## src/rtl/pipe_skid_stage.sv

```systemverilog
// Elastic pipeline-stage register with a two-entry skid buffer.
// in_ready comes straight from a flop, so out_ready never reaches it combinationally.
module pipe_skid_stage #(
    parameter int                DATA_W      = 128,
    parameter int                CTRL_W      = 16,
    parameter logic [CTRL_W-1:0] CTRL_BUBBLE = {CTRL_W{1'b0}}
) (
    input  logic              clk,
    input  logic              rst,
    input  logic              flush,
    input  logic              in_valid,
    output logic              in_ready,
    input  logic [DATA_W-1:0] in_data,
    input  logic [CTRL_W-1:0] in_ctrl,
    output logic              out_valid,
    input  logic              out_ready,
    output logic [DATA_W-1:0] out_data,
    output logic [CTRL_W-1:0] out_ctrl,
    output logic [1:0]        occ
);

    // Encoding doubles as the occupancy count.
    typedef enum logic [1:0] {
        EMPTY = 2'd0,
        ONE   = 2'd1,
        TWO   = 2'd2
    } state_t;

    state_t              r_state;
    state_t              w_state_next;
    logic                r_out_valid;
    logic                w_out_valid_next;
    logic                r_in_ready;
    logic                w_in_ready_next;
    logic [DATA_W-1:0]   r_main_data;
    logic [DATA_W-1:0]   w_main_data_next;
    logic [CTRL_W-1:0]   r_main_ctrl;
    logic [CTRL_W-1:0]   w_main_ctrl_next;
    logic [DATA_W-1:0]   r_skid_data;
    logic [DATA_W-1:0]   w_skid_data_next;
    logic [CTRL_W-1:0]   r_skid_ctrl;
    logic [CTRL_W-1:0]   w_skid_ctrl_next;
    logic                w_accept;
    logic                w_fire;

    assign w_accept = in_valid & r_in_ready & ~flush;
    assign w_fire   = r_out_valid & out_ready;

    always_ff @(posedge clk or posedge rst) begin
        if (rst) begin
            r_state     <= EMPTY;
            r_out_valid <= 1'b0;
            r_in_ready  <= 1'b1;
            r_main_data <= '0;
            r_main_ctrl <= CTRL_BUBBLE;
            r_skid_data <= '0;
            r_skid_ctrl <= '0;
        end else begin
            r_state     <= w_state_next;
            r_out_valid <= w_out_valid_next;
            r_in_ready  <= w_in_ready_next;
            r_main_data <= w_main_data_next;
            r_main_ctrl <= w_main_ctrl_next;
            r_skid_data <= w_skid_data_next;
            r_skid_ctrl <= w_skid_ctrl_next;
        end
    end

    always_comb begin
        w_state_next     = r_state;
        w_main_data_next = r_main_data;
        w_main_ctrl_next = r_main_ctrl;
        w_skid_data_next = r_skid_data;
        w_skid_ctrl_next = r_skid_ctrl;

        // Flush drops everything; data registers keep stale contents on purpose.
        if (flush) begin
            w_state_next     = EMPTY;
            w_main_ctrl_next = CTRL_BUBBLE;
        end else begin
            case (r_state)
                EMPTY: begin
                    if (w_accept) begin
                        w_state_next     = ONE;
                        w_main_data_next = in_data;
                        w_main_ctrl_next = in_ctrl;
                    end
                end
                ONE: begin
                    if (w_fire && w_accept) begin
                        w_main_data_next = in_data;
                        w_main_ctrl_next = in_ctrl;
                    end else if (w_fire) begin
                        w_state_next     = EMPTY;
                        w_main_ctrl_next = CTRL_BUBBLE;
                    end else if (w_accept) begin
                        w_state_next     = TWO;
                        w_skid_data_next = in_data;
                        w_skid_ctrl_next = in_ctrl;
                    end
                end
                TWO: begin
                    if (w_fire) begin
                        w_state_next     = ONE;
                        w_main_data_next = r_skid_data;
                        w_main_ctrl_next = r_skid_ctrl;
                    end
                end
                default: begin
                    w_state_next     = EMPTY;
                    w_main_ctrl_next = CTRL_BUBBLE;
                end
            endcase
        end

        w_out_valid_next = (w_state_next != EMPTY);
        w_in_ready_next  = (w_state_next != TWO);
    end

    assign in_ready  = r_in_ready;
    assign out_valid = r_out_valid;
    assign out_data  = r_main_data;
    assign out_ctrl  = r_main_ctrl;
    assign occ       = r_state;

endmodule

```

## config.mk

```make
export PLATFORM = sky130hd
export DESIGN_NAME = pipe_skid_stage
export DESIGN_NICKNAME = d
export VERILOG_FILES = /design/src/rtl/pipe_skid_stage.sv
export SDC_FILE = /design/constraint.sdc
export NUM_CORES = 1
export LEC_CHECK = 0
export BUFFER_PORTS_ARGS = -buffer_cell sky130_fd_sc_hd__buf_2
export CORE_MARGIN = 2
export CORE_UTILIZATION = 55
export CTS_BUF_LIST = sky130_fd_sc_hd__clkbuf_2
export CTS_CLUSTER_SIZE = 12
export DETAILED_ROUTE_END_ITERATION = 8
export PLACE_DENSITY = 0.81
export SLEW_MARGIN = 20
export SYNTH_ARGS = -nofsm -noshare
export SYNTH_HDL_FRONTEND = slang
export SYNTH_SLANG_ARGS = --single-unit
```

## constraint.sdc

```tcl
create_clock -name clk -period 14.2 [get_ports clk]
set_input_delay 1.42 -clock clk [delete_from_list [all_inputs] [get_ports clk]]
set_output_delay 1.42 -clock clk [all_outputs]
set_load 0.005 [all_outputs]
```

# Word-level counts from Yosys, hierarchy flattened
# Cells that the tools add are included.
# W data, S select, Z words.
[word_totals]
ff_bits = 292
[op_classes]
eq_ne = 9
muxes = 17
bitwise = 6
reduce_logical = 7
[op_table]
columns = ["operator", "n"]
rows = [
  ["$mux W128", 3],
  ["$pmux W128 S3", 1],
  ["$mux W16", 5],
  ["$pmux W16 S3", 1],
  ["$mux W2", 6],
  ["$reduce_and A5 Y1", 2],
  ["$ne A2 B2 Y1 const B", 4],
  ["$ne A3 B3 Y1 const B", 2],
  ["$pmux W2 S3", 1],
  ["$ne A4 B4 Y1 const B", 1],
  ["$and A1 B1 Y1", 3],
  ["$not A1 Y1", 3],
  ["$reduce_and A3 Y1", 1],
  ["$reduce_bool A3 Y1", 1],
  ["$eq A2 B1 Y1 const B", 1],
  ["$eq A2 B2 Y1 const B", 1],
  ["$logic_not A2 Y1", 1],
  ["$reduce_bool A2 Y1", 1],
  ["$logic_and A1 B1 Y1", 1],
]

# Depth between registers and ports, before layout
[depth]
word_depth = 8
depth_mapped = 7
depth_no_buf = 4

# Least setup slack after synthesis
# OpenSTA, ideal clock, no wires.
[synth_timing]
path_kind = "input to register"
start = "input port flush"
end = "register r_skid_ctrl[0]"
setup_time_ns = 0.128
arrival_time_ns = 2.697
t_required_ns = 14.072
setup_slack_ns = 11.375
cell_stages = 6
n_path_buf = 4
cell_sequence = "clkbuf_1 or3_1 buf_2 buf_6 buf_4 mux2_1"
[synth_via]
elab_chain_cells = 5
[synth_lines]
columns = ["element", "line", "text"]
rows = [
  ["start, declared", "10", "input logic flush,"],
  ["$not A1 Y1 (no source line) *", "--", ""],
  ["$and A1 B1 Y1", "46", "assign w_accept = in_valid & r_in_ready & ~flush;"],
  ["$logic_and A1 B1 Y1", "90", "if (w_fire && w_accept) begin"],
  ["$not A1 Y1 (no source line)", "--", ""],
  ["$reduce_and A5 Y1 (no source line) *", "--", ""],
  ["end signal, assigned", "65", "r_skid_ctrl <= w_skid_ctrl_next;"],
  ["end, declared", "41", "logic [CTRL_W-1:0] r_skid_ctrl;"],
]
# Every way passes the cells marked *; elsewhere a longest branch is shown, timed or not.
# A chain may end at the register's enable or synchronous reset.

# Worst setup path in the final report
[layout_timing]
start = "register r_state[1] (netlist: occ[1])"
end = "register r_main_data[24] (netlist: out_data[24])"
[layout_via]
elab_chain_cells = 3
[layout_lines]
columns = ["element", "line", "text"]
rows = [
  ["start, declared", "29", "state_t r_state;"],
  ["start signal, assigned", "59", "r_state <= w_state_next;"],
  ["$eq A2 B1 Y1 (tied with other cells)", "81", "case (r_state)"],
  ["$ne A2 B2 Y1 (no source line) or $reduce_bool A3 Y1 (tied branches)", "--", ""],
  ["$reduce_and A5 Y1 (no source line)", "--", ""],
  ["end signal, assigned", "62", "r_main_data <= w_main_data_next;"],
  ["end, declared", "35", "logic [DATA_W-1:0] r_main_data;"],
]
# Parallel ways exist; a longest one is shown, timed or not.

==> impl_metrics.py <==
metrics = {
    "run_status": {
        "outcome": "complete, no violations",
    },
    "final_layout": {
        "finish.utilization_pct": 66.5,
        "fillerInstances": 1700,
        "finish.instance_area_um2": 15100,
        "nNetsFinal": 1301,
        "most_frequent_standard_cell_in_the_layout_excluding_fill_and_tap_cells": "mux2_2",
        "layout-drive-gt1-share_pct": 63.8,
        "syn2layout_area_growth_pct": 18.5,
        "final_cell_mix": "mux2_2, buf_2, dfrtp_1, clkbuf_2, mux2_1",
    },
    "die": {
        "die-height_um": 156,
        "die_width_um": 156,
        "num_io_pins": 297,
        "floorplan.initialDensity_pct": 56.1,
        "die_area_um2": 24400,
        "core_area_um2": 22700,
        "rows": 55,
    },
    "critical_path": {
        "rr_endpoint": "out_data[24]$_DFFE_PP0P_",
        "cp.buffers_inverters": 2,
        "r2r.worst_path.cells": 5,
        "cpLargestDelayFamily": "buffers and inverters",
        "required_arrival_time_at_the_worst_endpoint_ps": 14830,
        "critical-path-slowest-cell": "buf_4",
        "critical_path_peak_fanout": 72,
        "setup.worst_path.end_class": "flip-flop",
        "setup.worst_path.start_class": "flip-flop",
        "max_stage_delay_ps": 880,
        "ws_path_type": "reg2reg",
        "r2r_start": "occ[1]$_DFF_PP0_",
        "cp_cell_sequence": "buf_4 -> nand2b_4 -> buf_4 -> mux2_2 -> mux2_2",
        "regToRegSetupSlack_ps": 10780,
        "worst_ep_arrival_time_ps": 4050,
    },
    "placement": {
        "placed_cell_area_um2": 14400,
        "globalplace.congestion": 0.830,
        "dp.final_hpwl_mm": 17.3,
        "portBuffers": 296,
    },
    "worst_hold_path": {
        "timing.hold.worst_endpoint": "r_skid_data[113]$_DFFE_PP0P_",
        "hp-start": "r_skid_data[113]$_DFFE_PP0P_",
        "worstHoldPathCells": 1,
        "worst_hold_path_type": "reg2reg",
    },
    "timing": {
        "final_setup_fails": 0,
        "hold_viol_final": 0,
        "final_skew_ps": 41.1,
        "tightest_slew_ps": 1000,
        "maxSlewHeadroom_pct": 32.5,
        "slew_viol_final": 0,
        "worst_hold_margin_ps": 495,
        "setup-tns-final_ps": 0,
        "post-route-period-util_pct": 24.1,
        "max_clock_freq_ghz": 0.292,
        "layout_min_cycle_time_ps": 3420,
        "rsz0062_at_grt": "false",
    },
    "cts": {
        "clock_tree.buffer_depth": 3,
        "numClockSinks": 292,
        "cts.repair.resized": 0,
        "clk_pin_slew_ps": 90,
        "clock_tree.root_cell": "clkbuf_2",
        "clock_tree_from_tritoncts": "built",
        "cts.repair_timing.setup_buffer_count": 0,
        "htree_num_levels": 3,
        "insertion_delay_to_the_later_sink_of_the_worst_skew_pair_ps": 790,
        "tritoncts.num_buffers": 75,
        "hold_buffers": 0,
    },
    "route": {
        "drt-met1-wl_mm": 11.0,
        "detailroute.wirelength.met3_mm": 1.84,
        "route.detailed.wl_per_inst_um": 18.1,
        "postRouteAntennaNets": 0,
        "drt_iter0_markers": 292,
        "detail_route.first_pass.iterations": 4,
        "vias_per_instance": 5.38,
        "totalWireLength_mm": 26.9,
        "vias": 8029,
        "routed.top_layer": "met4",
        "drc_violations": 0,
        "routed-wl-met2_mm": 13.3,
    },
    "pwr": {
        "clock_power_share_pct": 23.7,
        "power_leakage_nw": 7.18,
        "design_power_total_mw": 2.43,
        "ir_worst_vdd_uv": 90.1,
        "powerDensity_nw_per_um2": 161,
        "share_seq_of_total_power_pct": 52.4,
        "power.switching_fraction_pct": 28.9,
        "cell_internal_pwr_mw": 1.73,
        "p_switching_uw": 701,
        "power.share.combinational_pct": 23.9,
    },
    "synth": {
        "syn-num-nets": 971,
        "yosys-top-cells-area": "dfrtp_1, mux2_2, mux2_1",
        "synth.yosys.warnings": 0,
        "yosys.area.top_type_share_pct": 57.2,
        "synth.yosys.seq_area_share_pct": 57.4,
        "synth.ff_latch_count": 292,
        "synthesis.area_um2": 12700,
        "post_synth_num_cell_types": 29,
        "syn_avg_cell_area_um2": 15.5,
        "postSynthCellCount": 822,
        "synth_top_area_cell": "dfrtp_1",
    },
    "global_routing": {
        "total_grt_usage_pct": 22.4,
        "first_global_vias": 8568,
        "maximum_number_of_pins_on_one_net_before_global_route_repair": 146,
        "antenna_found_initial": 7,
        "grt_first_pass_wirelength_mm": 43.3,
        "grt_overflow_total": 0,
    },
    "flow_run": {
        "max_cap_violations": 0,
    },
}
-- stage by stage --
stage	cells	worst slack, ps
3_5_place_dp	1360	10660
6_report	1491	10780
3_3_place_gp	1360	10670
4_1_cts	1484	10780
5_1_grt	1491	10650
2_1_floorplan	822	4720
-- registers in the layout, summed over array words and instances (netlist names) --
| signal | count |
|---|---|
| out_data | 128 |
| r_skid_data | 128 |
| out_ctrl | 16 |
| r_skid_ctrl | 16 |
| occ | 2 |
| in_ready | 1 |
| out_valid | 1 |
-- synthesized netlist by cell type (all sizes together) --
cell / number
a211o: 1
a211oi: 1
a21o: 3
a21oi: 5
a22o: 16
and2: 1
buf: 43
clkbuf: 10
dfrtp: 291
dfstp: 1
inv: 1
mux2: 400
mux2i: 16
nand2: 6
nand2b: 1
nand3: 3
nand3b: 2
nor2: 1
nor2b: 1
nor4: 1
o2bb2ai: 16
or2: 1
or3: 1
-- power groups by stage --
stage,registers (mW),logic (mW),clock network [mW]
6_report,1.27,0.581,0.576
3_3_place_gp,1.27,0.567,0
5_1_grt,1.31,0.637,0.645
4_1_cts,1.27,0.591,0.595
3_5_place_dp,1.29,0.591,0
2_1_floorplan,1.27,0.353,0
-- area by class of cell --
| cell class | count | area, um2 | share of cell area [%] |
|---|---|---|---|
| Tap cell | 285 | 357 | 2.36 |
| Timing Repair Buffer | 306 | 1570 | 10.4 |
| Multi-Input combinational cell | 476 | 5160 | 34.1 |
| Inverter | 1 | 16.3 | 0.108 |
| Clock buffer | 102 | 510 | 3.38 |
| Clock inverter | 22 | 165 | 1.09 |
| Antenna cell | 7 | 17.5 | 0.116 |
| Sequential cell | 292 | 7310 | 48.4 |
-- routing by layer --
metal / up-vias / global-route usage, %
li1: 3684 / -
met1: 4042 / 27.0
met2: 251 / 37.3
met3: 52 / 6.53
met4: 0 / 10.4
met5: - / 0
-- how the worst max path moves through the flow --
stage	from	end	cells after the start
2_1_floorplan	rst	occ[0]$_DFF_PP0_	1
3_3_place_gp	out_ready	r_skid_data[41]$_DFFE_PP0P_	6
3_5_place_dp	out_ready	r_skid_data[48]$_DFFE_PP0P_	6
4_1_cts	occ[1]$_DFF_PP0_	out_data[33]$_DFFE_PP0P_	5
5_1_grt	occ[1]$_DFF_PP0_	out_data[47]$_DFFE_PP0P_	5
6_report	occ[1]$_DFF_PP0_	out_data[24]$_DFFE_PP0P_	5
-- logic make-up after synthesis --
kind of cell	synth area share, %
AO/OA/AOI/OAI	2.70
buffers and inverters	2.41
flip-flops	57.4
multiplexers	36.6
AND/OR/NAND/NOR	0.904
(Power assumes the default switching activity.)
